**src/rtl/core_tlb_lookup_resp.sv**
```systemverilog
// rtl/core_tlb_lookup_resp.sv - fetch-side TLB lookup responder with entry storage
//
// Purpose:
//   Fully-associative TLB entry array. A lookup request that is accepted in
//   cycle T is compared against the entry contents of cycle T. The result is
//   registered and presented in cycle T+1. The block also owns the entry write
//   port (TLBWR/TLBFILL) and the invalidate port (INVTLB).
//
// Optional feature macro: CORE_TLB_PERF_CNT_EN
//   When defined, the block adds hit/miss response counters (perf_hit_o,
//   perf_miss_o).
//
// Ports:
//   clk, rst          clock, synchronous active-high reset
//   req_valid_i/req_vppn_i/req_ready_o   lookup request (vaddr[31:12])
//   asid_i            current ASID
//   flush_i           drops the in-flight result and any same-cycle accept
//   resp_*_o          registered lookup result, resp_valid_o pulses one cycle
//   wr_valid_i/wr_index_i/wr_entry_i     entry write
//   inv_valid_i/inv_op_i/inv_asid_i/inv_vppn_i   INVTLB request
//   perf_hit_o/perf_miss_o   (CORE_TLB_PERF_CNT_EN only) response counters
//
// Entry word layout (wr_entry_i): the listed fields occupy bits [83:0],
// MSB first in the order e, asid, g, ps4m, vppn, page0, page1.
// Bits [90:84] are stored but carry no meaning.
`timescale 1ns/1ps

module core_tlb_lookup_resp #(
  parameter int ENTRY_NUM = 16,
  parameter int IDX_W     = $clog2(ENTRY_NUM)
) (
  input  logic             clk,
  input  logic             rst,
  input  logic             req_valid_i,
  input  logic [19:0]      req_vppn_i,
  output logic             req_ready_o,
  input  logic [9:0]       asid_i,
  input  logic             flush_i,
  output logic             resp_valid_o,
  output logic             resp_found_o,
  output logic [IDX_W-1:0] resp_index_o,
  output logic [19:0]      resp_ppn_o,
  output logic             resp_v_o,
  output logic             resp_d_o,
  output logic [1:0]       resp_mat_o,
  output logic [1:0]       resp_plv_o,
  input  logic             wr_valid_i,
  input  logic [IDX_W-1:0] wr_index_i,
  input  logic [90:0]      wr_entry_i,
  input  logic             inv_valid_i,
  input  logic [2:0]       inv_op_i,
  input  logic [9:0]       inv_asid_i,
  input  logic [18:0]      inv_vppn_i
`ifdef CORE_TLB_PERF_CNT_EN
  ,
  output logic [31:0]      perf_hit_o,
  output logic [31:0]      perf_miss_o
`endif
);

  // Field positions inside an entry word
  localparam int B_E      = 83;
  localparam int B_ASID_H = 82;
  localparam int B_ASID_L = 73;
  localparam int B_G      = 72;
  localparam int B_PS     = 71;
  localparam int B_VPPN_H = 70;
  localparam int B_VPPN_L = 52;
  localparam int B_PG0_L  = 26;  // page 0 occupies [51:26]
  localparam int B_PG1_L  = 0;   // page 1 occupies [25:0]

  logic [90:0]          ent_q [ENTRY_NUM];

  logic [ENTRY_NUM-1:0] hit;
  logic [ENTRY_NUM-1:0] inv_sel;
  logic                 accept;

  logic                 found_d;
  logic [IDX_W-1:0]     index_d;
  logic [19:0]          ppn_d;
  logic                 v_d, d_d;
  logic [1:0]           mat_d, plv_d;

  logic                 resp_valid_q;
  logic                 resp_found_q;
  logic [IDX_W-1:0]     resp_index_q;
  logic [19:0]          resp_ppn_q;
  logic                 resp_v_q, resp_d_q;
  logic [1:0]           resp_mat_q, resp_plv_q;

  // Maintenance owns the array for the cycle, so lookups are held off.
  assign req_ready_o = !rst && !wr_valid_i && !inv_valid_i;
  assign accept      = req_valid_i && req_ready_o;

  // Per-entry lookup match and invalidate selection
  always_comb begin
    hit     = '0;
    inv_sel = '0;
    for (int i = 0; i < ENTRY_NUM; i++) begin
      logic        e, g, ps, asid_m, inv_asid_m, inv_vppn_m;
      logic [18:0] vppn;
      e          = ent_q[i][B_E];
      g          = ent_q[i][B_G];
      ps         = ent_q[i][B_PS];
      vppn       = ent_q[i][B_VPPN_H:B_VPPN_L];
      asid_m     = (ent_q[i][B_ASID_H:B_ASID_L] == asid_i);
      inv_asid_m = (ent_q[i][B_ASID_H:B_ASID_L] == inv_asid_i);
      // A 4M entry only compares vaddr[31:22]
      if (ps) begin
        hit[i]     = e && (g || asid_m) && (vppn[18:9] == req_vppn_i[19:10]);
        inv_vppn_m = (vppn[18:9] == inv_vppn_i[18:9]);
      end else begin
        hit[i]     = e && (g || asid_m) && (vppn == req_vppn_i[19:1]);
        inv_vppn_m = (vppn == inv_vppn_i);
      end
      case (inv_op_i)
        3'd0, 3'd1: inv_sel[i] = 1'b1;
        3'd2:       inv_sel[i] = g;
        3'd3:       inv_sel[i] = !g;
        3'd4:       inv_sel[i] = !g && inv_asid_m;
        3'd5:       inv_sel[i] = !g && inv_asid_m && inv_vppn_m;
        3'd6:       inv_sel[i] = (g || inv_asid_m) && inv_vppn_m;
        default:    inv_sel[i] = 1'b0;
      endcase
    end
  end

  // Lowest matching index wins; a miss returns all-zero fields.
  always_comb begin
    logic [90:0] sel;
    logic        odd;
    logic [25:0] pg;
    found_d = |hit;
    index_d = '0;
    for (int i = ENTRY_NUM - 1; i >= 0; i--) begin
      if (hit[i]) index_d = IDX_W'(i);
    end
    sel   = ent_q[index_d];
    odd   = sel[B_PS] ? req_vppn_i[9] : req_vppn_i[0];
    pg    = odd ? sel[B_PG1_L +: 26] : sel[B_PG0_L +: 26];
    ppn_d = '0;
    v_d   = 1'b0;
    d_d   = 1'b0;
    mat_d = '0;
    plv_d = '0;
    if (found_d) begin
      ppn_d = sel[B_PS] ? {pg[25:16], req_vppn_i[9:0]} : pg[25:6];
      v_d   = pg[5];
      d_d   = pg[4];
      mat_d = pg[3:2];
      plv_d = pg[1:0];
    end
  end

  // Entry storage: invalidate sees old contents, the write lands last.
  always_ff @(posedge clk) begin
    if (rst) begin
      for (int i = 0; i < ENTRY_NUM; i++) ent_q[i][B_E] <= 1'b0;
    end else begin
      if (inv_valid_i) begin
        for (int i = 0; i < ENTRY_NUM; i++) begin
          if (inv_sel[i]) ent_q[i][B_E] <= 1'b0;
        end
      end
      if (wr_valid_i) ent_q[wr_index_i] <= wr_entry_i;
    end
  end

  // Registered result
  always_ff @(posedge clk) begin
    if (rst) begin
      resp_valid_q <= 1'b0;
      resp_found_q <= 1'b0;
      resp_index_q <= '0;
      resp_ppn_q   <= '0;
      resp_v_q     <= 1'b0;
      resp_d_q     <= 1'b0;
      resp_mat_q   <= '0;
      resp_plv_q   <= '0;
    end else begin
      resp_valid_q <= accept && !flush_i;
      if (accept) begin
        resp_found_q <= found_d;
        resp_index_q <= index_d;
        resp_ppn_q   <= ppn_d;
        resp_v_q     <= v_d;
        resp_d_q     <= d_d;
        resp_mat_q   <= mat_d;
        resp_plv_q   <= plv_d;
      end
    end
  end

  // A flush or reset in the result cycle drops the pending pulse.
  assign resp_valid_o = resp_valid_q && !flush_i && !rst;
  assign resp_found_o = resp_found_q;
  assign resp_index_o = resp_index_q;
  assign resp_ppn_o   = resp_ppn_q;
  assign resp_v_o     = resp_v_q;
  assign resp_d_o     = resp_d_q;
  assign resp_mat_o   = resp_mat_q;
  assign resp_plv_o   = resp_plv_q;

`ifdef CORE_TLB_PERF_CNT_EN
  logic [31:0] perf_hit_q, perf_miss_q;

  always_ff @(posedge clk) begin
    if (rst) begin
      perf_hit_q  <= '0;
      perf_miss_q <= '0;
    end else if (resp_valid_o) begin
      if (resp_found_q) perf_hit_q  <= perf_hit_q + 32'd1;
      else              perf_miss_q <= perf_miss_q + 32'd1;
    end
  end

  assign perf_hit_o  = perf_hit_q;
  assign perf_miss_o = perf_miss_q;
`endif

endmodule

```
**config.mk**
```make
export PLATFORM = sky130hd
export DESIGN_NAME = core_tlb_lookup_resp
export DESIGN_NICKNAME = d
export VERILOG_FILES = /design/src/rtl/core_tlb_lookup_resp.sv
export SDC_FILE = /design/constraint.sdc
export NUM_CORES = 2
export LEC_CHECK = 0
export CORE_MARGIN = 2
export CORE_UTILIZATION = 41
export CTS_CLUSTER_SIZE = 20
export DETAILED_ROUTE_END_ITERATION = 16
export GPL_TIMING_DRIVEN = 0
export PLACE_DENSITY_LB_ADDON = 0.25
export SLEW_MARGIN = 20
export SYNTH_ARGS = -nofsm -noshare
export SYNTH_HDL_FRONTEND = slang
export SYNTH_SLANG_ARGS = --single-unit
```
**constraint.sdc**
```tcl
create_clock -name clk -period 12.1 [get_ports clk]
set_input_delay 1.815 -clock clk [delete_from_list [all_inputs] [get_ports clk]]
set_output_delay 1.815 -clock clk [all_outputs]
set_load 0.02 [all_outputs]
```
Word level (Yosys, flattened, before mapping) --
Memories as Yosys holds them, arrays and structs flattened. Index checks and enable logic that the tools add are counted.
Cells by class: add/sub/neg operators 0, multiply operators 0, div/mod/pow operators 0, magnitude comparators 0, equal/unequal tests 102, shift operators 0, muxes and demuxes 157, bitwise gates (word level) 16, reduce and logical (&&, ||, !) cells 157
Operator list (number):
- $eq A10 B10 Y1 | 64
- $eq A19 B19 Y1 | 32
- $mux W1 | 120
- $logic_and A1 B1 Y1 | 102
- $pmux W1 S6 | 16
- $mux W4 | 16
- $logic_or A1 B1 Y1 | 32
- $mux W26 | 1
- $logic_not A1 Y1 | 20
- $mux W20 | 1
- $or A1 B1 Y1 | 16
- $reduce_or A16 Y1 | 1
- $mux W10 | 1
- $eq A3 B3 Y1 const B | 3
- $eq A3 B2 Y1 const B | 2
- $mux W2 | 2
- $eq A3 B1 Y1 const B | 1
- $logic_not A3 Y1 | 1
- $reduce_or A2 Y1 | 1
Storage, ports and cells: register bits after elaboration 32, latch bits 0, memory bits (writable) 1456, memory bits (read-only) 0, input port bits 163, output and inout port bits 33, word-level logic and storage cells 441, memories 1
Memories:
- ent_q | depth 16, bits a word 91, read ports 17, clocked after memory_dff 0, write ports 17, line 72 | logic [90:0] ent_q [ENTRY_NUM];

Longest topological paths before layout --
An unclocked memory read counts as a cell.
word-level depth 27, mapped depth 19, mapped depth without buffers 13

Least setup slack after synthesis --
Ideal clock, no wire load.
path kind input to register, start input port rst, end memory ent_q[8][83], data pin, library setup time 174 ps, data arrival time 8798 ps, required time 11926 ps, slack 3128 ps, stages 5, path buffers 1, cells stage by stage clkbuf_1 > nand2b_1 > or3b_2 > nor3_1 > and2_1
RTL lines:
- start, declared | line 33 | input logic rst,
- end, declared | line 72

Worst setup path after layout --
start input port req_vppn_i[5], end register resp_ppn_q[3] (netlist: resp_ppn_o[3])
On the way: cells in the longest elaborated chain, start to end 24, elaborated cells on any way between the ends 70, those cells by class 16 x eq/ne; 36 x mux; 17 x reduce/logical; 1 x memory
RTL lines:
- start, declared | line 35 | input logic [19:0] req_vppn_i,
- $eq A19 B19 Y1 | line 113 | hit[i] = e && (g || asid_m) && (vppn == req_vppn_i[19:1]);
- $logic_and A1 B1 Y1 | line 113
- $mux W1 | line 109 | if (ps) begin
- $mux W4 (16 in a row) | line 136 | if (hit[i]) index_d = IDX_W'(i);
- $mem_v2 Z16 W91
- $mux W1 | line 139 | odd = sel[B_PS] ? req_vppn_i[9] : req_vppn_i[0];
- $mux W26 | line 140 | pg = odd ? sel[B_PG1_L +: 26] : sel[B_PG0_L +: 26];
- $mux W10 | line 147 | ppn_d = sel[B_PS] ? {pg[25:16], req_vppn_i[9:0]} : pg[25:6];
- $mux W20 (*) | line 146 | if (found_d) begin
- end signal, assigned | line 185 | resp_ppn_q <= ppn_d;
- end, declared | line 87 | logic [19:0] resp_ppn_q;
Mark *: on every way between the ends. The rest lies on a longest branch, timed or not. A chain may end at the register's enable or synchronous reset.

==> flow_summary.json <==
{
  "drtIter0Drc": 4223,
  "num_vias": 36600,
  "syn_avg_cell_area_um2": 16.0,
  "post_cts_resized": 0,
  "clkLatencyLatePin_ps": 770,
  "synth_nets": 4047,
  "drive_above_1_share_pct": 14.6,
  "worstHoldPathType": "reg -> reg",
  "postRouteAntennaNets": 0,
  "syn-instance-count": 3884,
  "maxCapViolations": 0,
  "wirelength_um": 192000,
  "vias_per_cell": 5.71,
  "powerDensity_nw_per_um2": 140,
  "setup_violations": 0,
  "fmax_mhz": 131,
  "seq_area_um2": 41000,
  "crit_path_end_kind": "flop",
  "ctsHoldBuffers": 0,
  "synth_compound_area_share_pct": 3.20,
  "synthSimpleGateAreaFrac_pct": 5.25,
  "synthAdderAreaFrac_pct": 0,
  "post_drt_wl_per_cell_um": 29.9,
  "die_area_um2": 155000,
  "boundaryPins": 196,
  "slew_viol_final": 0,
  "multi_input_area_um2": 20000,
  "ff2ff_setup_slack_ps": 5830,
  "coreArea_um2": 150000,
  "holdWs_ps": 453,
  "cts_max_level": 4,
  "synth_flop_cell": "edfxtp_1",
  "fin_crit_sh_pct": 62.9,
  "antenna_found_initial": 20,
  "status": "complete, no violations",
  "grt_max_degree": 24,
  "root_buffer": "clkbuf_16",
  "drc": 0,
  "port_buffers": 127,
  "peakVddDrop_mv": 0.120,
  "skew_ps": 22.3,
  "finalHoldViolations": 0,
  "syn_to_final_growth_pct": 16.7,
  "worstMarginPinSlew_ps": 1230,
  "synth_top_family_by_area": "XOR/XNOR gates",
  "leakage_uw": 0.0224,
  "fin_util_pct": 48.3,
  "die_h_um": 393,
  "grt_usage_pct": 24.4,
  "synth_xor_area_share_pct": 13.1,
  "rsz0062_at_grt": "false",
  "critPathKind": "in -> reg",
  "muxShareOfSynthArea_pct": 10.4,
  "globalRoute.totalOverflow": 0,
  "worstPathArrival_ps": 8240,
  "ys_warn_count": 0,
  "clock_sinks": 1376,
  "yosysUniqueCellTypes": 72,
  "gp_congestion": 0.933,
  "yosysSeqAreaShare_pct": 66.0,
  "syn_area_um2": 62100,
  "initial_core_util_pct": 41.4,
  "die_width_um": 393,
  "grt_pass1_vias": 36200,
  "critical_path_required_ps": 12730,
  "nets": 4444,
  "min_period_ps": 7610,
  "clock_path_buffers": 3,
  "cts_buffers": 148,
  "cts_tree": "yes",
  "synth-edff-count": 1344,
  "clk_transition_reported_paths_ps": 60,
  "ys_async_sr_fraction_pct": 0,
  "startpoint_type": "input port",
  "rows": 142,
  "drt-pass1-iter-count": 5,
  "cts_setup_buffers": 0,
  "ys_ff_latch": 1376,
  "place_hpwl_um": 129000,
  "fillers": 12800,
  "critPathMaxFanout": 10,
  "relSlewSlack_pct": 17.7,
  "grt_pass1_wl_um": 270000
}
## state kept, by name, indices dropped and copies added, names as in the netlist
name,cells
ent_q,1344
resp_ppn_o,20
resp_index_o,4
resp_mat_o,2
resp_plv_o,2
resp_d_o,1
resp_found_o,1
resp_v_o,1
resp_valid_q,1
## power by group
| group | internal [uW] | leakage, uW | switching [uW] |
|---|---|---|---|
| Sequential | 5290 | 0.0124 | 26.1 |
| Clock | 2410 | 0.00219 | 1850 |
| Combinational | 193 | 0.00786 | 369 |
| Total | 7890 | 0.0224 | 2250 |
## final timing paths
| kind | startpoint | end | cells past startpoint |
|---|---|---|---|
| setup / recovery | req_vppn_i[5] | resp_ppn_o[3] | 16 |
| hold / removal | resp_ppn_o[13] | resp_ppn_o[13] | 2 |
| setup reg to reg | ent_q[11][59] | resp_ppn_o[3] | 15 |
| hold reg to reg | resp_ppn_o[13] | resp_ppn_o[13] | 2 |
## placed cells by master, fill, tap and decap left out, types with 30 or more instances in the layout
master / count
buf_16: 33
buf_6: 39
mux2_2: 35
o22ai_1: 32
nand4_1: 101
clkdlybuf4s50_1: 122
a21oi_1: 30
nand3_1: 54
buf_12: 31
dfxtp_1: 32
a41oi_1: 30
mux2i_1: 300
buf_4: 68
nor3_1: 66
clkbuf_16: 151
nor4_1: 100
mux4_2: 134
buf_2: 50
o21ai_0: 42
xor2_1: 454
clkbuf_1: 128
nand2_1: 83
edfxtp_1: 1344
xnor2_1: 472
## critical path, cell delays in order
cell	delay (ps)
buf_2	320
buf_2	500
xnor2_1	150
a41oi_1	890
nor4_2	230
or4_1	680
nand2b_1	240
a21oi_1	520
buf_2	490
buf_1	720
clkbuf_1	580
nand2_1	100
o21ai_0	150
o21ai_0	110
mux2i_1	520
o21ai_0	170
## cell families after synthesis
kind of cell,after synthesis
AO/OA/AOI/OAI,289
XOR/XNOR,929
buffers and inverters,245
flip-flops,1376
multiplexers,470
AND/OR/NAND/NOR,575
## final cells by class
cell class / instances / area share (%)
antenna: 4 / 0.0138
inverter: 20 / 0.104
buffer: 225 / 1.72
clock inverter: 64 / 0.711
clock buffer: 190 / 5.44
multi-input combinational: 2263 / 27.5
tap: 2016 / 3.48
timing repair buffer: 247 / 4.45
sequential: 1376 / 56.5
## Yosys cell counts, types with 29 or more instances
cell type     n  area share, %
edfxtp_1   1344             65
xnor2_1     472            6.7
xor2_1      454            6.4
mux2i_1     300            4.8
mux4_2      134            4.9
clkbuf_1    106           0.64
nand4_1     101            1.0
nor4_1      101            1.0
nand2_1      83           0.50
nor3_1       70           0.56
nand3_1      54           0.43
buf_2        42           0.34
o21ai_0      42           0.34
nor2_1       38           0.23
mux2_2       35           0.63
dfxtp_1      32            1.0
o22ai_1      32           0.32
a21oi_1      31           0.25
a41oi_1      30           0.42
or4_1        29           0.35
## per-layer routing
layer	track usage (%)	vias to the layer above	share of wire, %	routed length (um)
met5	0	-	0.089	170
met4	8.70	26	3.6	6960
met3	5.79	346	9.0	17200
met2	37.9	1694	46	87600
met1	33.5	18800	42	79800
li1	-	15700	-	-
## through the flow
stage | worst slack [ps] | setup TNS [ps] | power, uW | std cells | instance area [um2]
floorplan | 3130 | 0 | 5710 | 3884 | 62100
global placement | -5580 | -1628600 | 5960 | 6027 | 65900
detailed placement | 3690 | 0 | 5970 | 6146 | 68000
CTS | 4490 | 0 | 10200 | 6400 | 72500
global route | 4430 | 0 | 10400 | 6403 | 72500
finish | 4490 | 0 | 10100 | 6405 | 72500
Note: power is estimated with default switching activity, not from simulation.
